<file path="src/rtl/ov5640_dvp_capture.sv">
// OV5640 DVP capture: waits for configuration, skips the first unstable frames, packs byte
// pairs into RGB565 pixels with x/y coordinates, and flags frames whose geometry is off.
module ov5640_dvp_capture #(
  parameter int SKIP_FRAMES = 10,
  parameter int H_ACT       = 960,
  parameter int V_ACT       = 540
) (
  input  logic        cam_pclk,
  input  logic        camera_rst,
  input  logic        reg_conf_done,
  input  logic        cam_vsync,
  input  logic        cam_href,
  input  logic [7:0]  cam_data,
  output logic [15:0] pix_data,
  output logic        pix_valid,
  output logic        frame_start,
  output logic        line_end,
  output logic [10:0] x_cnt,
  output logic [9:0]  y_cnt,
  output logic        frame_err,
  output logic        capturing
);

  typedef enum logic [1:0] {IDLE, WAIT_VS, SKIP, CAPTURE} state_e;

  typedef struct packed {
    logic        valid;
    logic        start;
    logic        lend;
    logic        err;
    logic [15:0] data;
    logic [10:0] x;
    logic [9:0]  y;
  } pix_t;

  localparam logic [10:0] X_LAST    = 11'(H_ACT - 1);
  localparam logic [10:0] X_FULL    = 11'(H_ACT);
  localparam logic [9:0]  Y_LAST    = 10'(V_ACT - 1);
  localparam logic [9:0]  Y_FULL    = 10'(V_ACT);
  localparam logic [7:0]  SKIP_LAST = 8'(SKIP_FRAMES - 1);

  logic        conf_meta_q, conf_sync_q;
  logic        vsync_r_q, vsync_rr_q, href_r_q, href_rr_q;
  logic [7:0]  data_r_q;
  state_e      state_q, state_d;
  logic [7:0]  skip_q, skip_d;
  logic        phase_q, phase_d;
  logic [7:0]  hi_q, hi_d;
  logic [10:0] px_q, px_d;
  logic [9:0]  ln_q, ln_d;
  logic        bad_q, bad_d;
  logic        fs_pend_q, fs_pend_d;
  pix_t        pix_q, pix_d;
  pix_t        out_q, out_d;

  logic vs_rise, href_fall, href_rise, ph;

  assign vs_rise   = vsync_r_q & ~vsync_rr_q;
  assign href_fall = ~href_r_q & href_rr_q;
  assign href_rise = href_r_q & ~href_rr_q;

  // NOTE: every register is written with <= so all flops sample the pre-edge values together.
  always_ff @(posedge cam_pclk or posedge camera_rst) begin
    if (camera_rst) begin
      conf_meta_q <= 1'b0;
      conf_sync_q <= 1'b0;
      vsync_r_q   <= 1'b0;
      vsync_rr_q  <= 1'b0;
      href_r_q    <= 1'b0;
      href_rr_q   <= 1'b0;
      data_r_q    <= '0;
      state_q     <= IDLE;
      skip_q      <= '0;
      phase_q     <= 1'b0;
      hi_q        <= '0;
      px_q        <= '0;
      ln_q        <= '0;
      bad_q       <= 1'b0;
      fs_pend_q   <= 1'b0;
      pix_q       <= '0;
      out_q       <= '0;
    end else begin
      conf_meta_q <= reg_conf_done;
      conf_sync_q <= conf_meta_q;
      vsync_r_q   <= cam_vsync;
      vsync_rr_q  <= vsync_r_q;
      href_r_q    <= cam_href;
      href_rr_q   <= href_r_q;
      data_r_q    <= cam_data;
      state_q     <= state_d;
      skip_q      <= skip_d;
      phase_q     <= phase_d;
      hi_q        <= hi_d;
      px_q        <= px_d;
      ln_q        <= ln_d;
      bad_q       <= bad_d;
      fs_pend_q   <= fs_pend_d;
      pix_q       <= pix_d;
      out_q       <= out_d;
    end
  end

  // NOTE: every variable gets a default at the top so no path leaves it unassigned (no latches).
  always_comb begin
    state_d   = state_q;
    skip_d    = skip_q;
    phase_d   = phase_q;
    hi_d      = hi_q;
    px_d      = px_q;
    ln_d      = ln_q;
    bad_d     = bad_q;
    fs_pend_d = fs_pend_q;
    pix_d       = pix_q;
    pix_d.valid = 1'b0;
    pix_d.start = 1'b0;
    pix_d.lend  = 1'b0;
    pix_d.err   = 1'b0;
    ph        = href_rise ? 1'b0 : phase_q;

    case (state_q)
      IDLE:    if (conf_sync_q) state_d = WAIT_VS;
      WAIT_VS: if (vs_rise) begin
        state_d = SKIP;
        skip_d  = '0;
      end
      SKIP:    if (vs_rise) begin
        if (skip_q == SKIP_LAST) state_d = CAPTURE;
        else                     skip_d  = skip_q + 8'd1;
      end
      CAPTURE: state_d = CAPTURE;
      default: state_d = IDLE;
    endcase
    if (!conf_sync_q) begin
      state_d = IDLE;
      skip_d  = '0;
    end

    // Gate on the next state so a line starting on the vs_rise that enters capture is kept.
    if (state_d == CAPTURE) begin
      if (href_r_q) begin
        if (!ph) begin
          hi_d    = data_r_q;
          phase_d = 1'b1;
        end else begin
          phase_d     = 1'b0;
          pix_d.valid = 1'b1;
          pix_d.data  = {hi_q, data_r_q};
          pix_d.x     = (px_q >= X_FULL) ? X_LAST : px_q;
          pix_d.y     = (ln_q >= Y_FULL) ? Y_LAST : ln_q;
          pix_d.lend  = (pix_d.x == X_LAST);
          pix_d.start = fs_pend_q && (pix_d.x == '0) && (pix_d.y == '0);
          fs_pend_d   = 1'b0;
          if (px_q >= X_FULL || ln_q >= Y_FULL) bad_d = 1'b1;
          if (px_q < X_FULL) px_d = px_q + 11'd1;
        end
      end
      if (href_fall) begin
        // A set phase here means a dangling high byte, which is simply dropped.
        if (phase_q || px_q != X_FULL) bad_d = 1'b1;
        phase_d = 1'b0;
        px_d    = '0;
        if (ln_q < Y_FULL) ln_d = ln_q + 10'd1;
      end
      if (vs_rise) begin
        if (state_q == CAPTURE && (bad_d || ln_d != Y_FULL)) pix_d.err = 1'b1;
        bad_d     = 1'b0;
        ln_d      = '0;
        fs_pend_d = 1'b1;
      end
    end else begin
      phase_d   = 1'b0;
      px_d      = '0;
      ln_d      = '0;
      bad_d     = 1'b0;
      fs_pend_d = 1'b0;
      pix_d     = '0;
    end

    out_d = conf_sync_q ? pix_q : '0;
  end

  assign pix_data    = out_q.data;
  assign pix_valid   = out_q.valid;
  assign frame_start = out_q.start;
  assign line_end    = out_q.lend;
  assign x_cnt       = out_q.x;
  assign y_cnt       = out_q.y;
  assign frame_err   = out_q.err;
  assign capturing   = (state_q == CAPTURE);

endmodule

</file>
<file path="config.mk">
export PLATFORM = sky130hd
export DESIGN_NAME = ov5640_dvp_capture
export DESIGN_NICKNAME = d
export VERILOG_FILES = /design/src/rtl/ov5640_dvp_capture.sv
export SDC_FILE = /design/constraint.sdc
export NUM_CORES = 1
export LEC_CHECK = 0
export BUFFER_PORTS_ARGS = -buffer_cell sky130_fd_sc_hd__buf_2
export CAP_MARGIN = 20
export CORE_MARGIN = 1
export CORE_UTILIZATION = 40
export CTS_CLUSTER_DIAMETER = 40
export DETAILED_ROUTE_END_ITERATION = 10
export GPL_TIMING_DRIVEN = 0
export PLACE_DENSITY = 0.6
export SETUP_SLACK_MARGIN = 0.3
export SYNTH_ARGS = -nofsm -noshare
export SYNTH_HDL_FRONTEND = slang
export SYNTH_SLANG_ARGS = --single-unit
</file>
<file path="constraint.sdc">
create_clock -name cam_pclk -period 16.3 [get_ports cam_pclk]
set_clock_uncertainty 0.05 [all_clocks]
set_input_delay 4.89 -clock cam_pclk [delete_from_list [all_inputs] [get_ports cam_pclk]]
set_output_delay 4.89 -clock cam_pclk [all_outputs]
set_load 0.005 [all_outputs]
</file>
==> impl_metrics.ini <==
[floorplanning]
die_area_sq_um = 14300
fp.dieH_um = 119
die_w_um = 119
row_count = 42
io_pins = 55
initial_utilization_pct = 41.3
fp.coreArea_sq_um = 13300

[min_path]
hp-class = register to register
hold_depth = 0
holdCritStartpoint = conf_meta_q$_DFF_PP0_

[setup_path]
critPathLaunchType = register
r2r_start = skip_q[4]$_DFFE_PP0P_
cp_max_fo = 8
cp.arrival_ns = 1.36
reg2regPathDepth = 5
critPathLaunch = state_q[1]$_DFF_PP0_
critPathKind = register to primary output
end_kind = primary output
worstPathRequired_ns = 11.36

[clock_network]
h-tree-depth = 4
cts_buffers = 17
root_buffer = clkbuf_16
cts_hold_buf = 0
post_cts_resize_count = 0
clk_latency_ns = 0.41
post-cts-setup-buffers = 0
clock_path_buffers = 2
clkSinkCount = 138
cts.clk_slew.worst_paths_ns = 0.05
cts_tree = done

[cells_and_area]
num_antenna_cells = 0
final_nets = 598
drive_above_1_share_pct = 16.8
final_util_pct = 49.5
n_fill_cell = 1218
final_area_sq_um = 6600
syn2layout_area_growth_pct = 19.7

[synth]
ys_types = 48
seq_area_frac_synth_pct = 62.6
yosysMostFrequentCell = dfrtp_1
synthTopCellsByArea = dfrtp_1, and2_1, nand2_1
async_reset_ff_share_pct = 100
syn_nets = 524
synth_warnings = 0
synth-seq-cells = 138
netlist_top_cells_count = dfrtp_1, nand2_1, nor2_1
synth_area_leader_cell = dfrtp_1
syn_inst = 505
synth.avg_cell_area_sq_um = 10.9
synth_edf_count = 0
syn_area_sq_um = 5520
netlist.area_leader.share_pct = 62.6
ys.flop_type = dfrtp_1

[pwr]
power_density_nw_per_um2 = 112
p_leak_uw = 0.00303
irDropWorstVdd_uv = 77.2

[grt]
antenna_found_initial = 0
met2_usage_pct = 27.9
grt_use_total_pct = 18.0
grt_max_degree = 71
grt_pass1_wl_mm = 19.5
grt_pass1_vias = 3867
use_met3_pct = 4.98
grt_busiest_layer = met2
overflow = 0
met1_usage_pct = 23.6

[sta]
tightest_slew_ns = 0.764
fin_crit_ns = 6.30
finalSetupViolCount = 0
rsz0062_at_grt = no
finalMaxSlewViolations = 0
fmax_ghz = 0.159
finalSetupTns_ns = 0
hold_viol = 0
fin_crit_sh_pct = 38.6
hold_slack_ns = 0.296
slew_headroom_pct = 48.4

[drt]
viasPerCell = 5.03
drc_errors = 0
detail_route.wl_per_cell_um = 15.2
ant_nets = 0
drt-pass1-iter-count = 4
dr_total_vias = 3855
drt_iter0_drc = 227
drt-total-wl_mm = 11.7

[placed_design]
gp_congestion = 0.822
dpl-instance-area_sq_um = 6040
dp_hpwl_mm = 7.73
io_buffers = 54

[outcome]
status = finished clean

[flow_run]
maxCapViolCount = 0
layout make-up:
type / instances / area (sq um) / area share (%)
plain buffers: 29 / 116 / 1.76
clock buffers: 23 / 468 / 7.09
clock inverters: 8 / 95.1 / 1.44
inverters: 11 / 46.3 / 0.701
multi-input cells: 327 / 1910 / 28.9
flip-flops and latches: 138 / 3450 / 52.3
well taps: 176 / 220 / 3.34
repair buffers: 55 / 298 / 4.51
final timing paths:
| check | slack [ns] | end |
|---|---|---|
| min in group asynchronous | 4.53 | x_cnt[5]$_DFF_PP0_ |
| max in group asynchronous | 10.92 | state_q[1]$_DFF_PP0_ |
| worst min register to register | 0.30 | conf_sync_q$_DFF_PP0_ |
| worst max register to register | 13.90 | hi_q[3]$_DFFE_PP0P_ |
| worst min-delay path | 0.30 | conf_sync_q$_DFF_PP0_ |
| worst max-delay path | 10.00 | capturing |
layout by cell type (no fill, tap or decap), types with 10 or more instances in the layout:
cell	netlist	final
and2_1	44	44
nand2_1	56	56
inv_1	11	10
clkbuf_16	0	17
nand3_1	14	14
nor2_1	49	49
nor3_1	18	18
buf_2	0	54
a21oi_1	31	31
o21ai_0	11	11
dfrtp_1	138	138
clkbuf_1	28	32
metrics by stage:
stage               power, uW  setup slack (ns)  instances
floorplan                 372              7.66        505
global placement          378              6.25        735
detailed placement        380             10.44        736
CTS                       746              9.97        767
global route              765              9.92        767
finish                    739             10.00        767
sequential cells by signal, indices dropped and copies added (netlist names):
signal	flops
fs_pend_q	1
ln_q	10
href_r_q	1
bad_q	1
vsync_r_q	1
vsync_rr_q	1
pix_valid	1
conf_meta_q	1
pix_q	41
x_cnt	11
hi_q	8
skip_q	8
data_r_q	8
pix_data	16
href_rr_q	1
conf_sync_q	1
frame_err	1
frame_start	1
phase_q	1
state_q	2
line_end	1
y_cnt	10
px_q	11
where the power goes:
part           switching [uW]  internal [uW]
registers                3.81            349
logic                    13.5           6.78
clock network             135            231
critical path, stage by stage, from the launching register on:
cell and delay (ns):
dfrtp_1 0.32, clkbuf_1 0.32, and2_1 0.19, buf_2 0.11
cell families (layout without fill, tap and decap cells):
| kind of cell | after synthesis | after routing | synth area share (%) |
|---|---|---|---|
| AOI/OAI and AO/OA | 71 | 71 | 7.92 |
| xor gates and xnor gates | 14 | 14 | 2.22 |
| adders and majority gates | 6 | 6 | 1.36 |
| buffers and inverters | 40 | 126 | 2.86 |
| DFF | 138 | 138 | 62.6 |
| muxes | 10 | 10 | 2.00 |
| and+or+nand+nor | 226 | 226 | 21.0 |
layer usage:
layer	up-vias	wire [um]
met3	10	476
met5	-	0
met2	108	5680
li1	1855	-
met4	0	163
met1	1882	5370
Note: power is estimated with default switching activity, not from simulation.
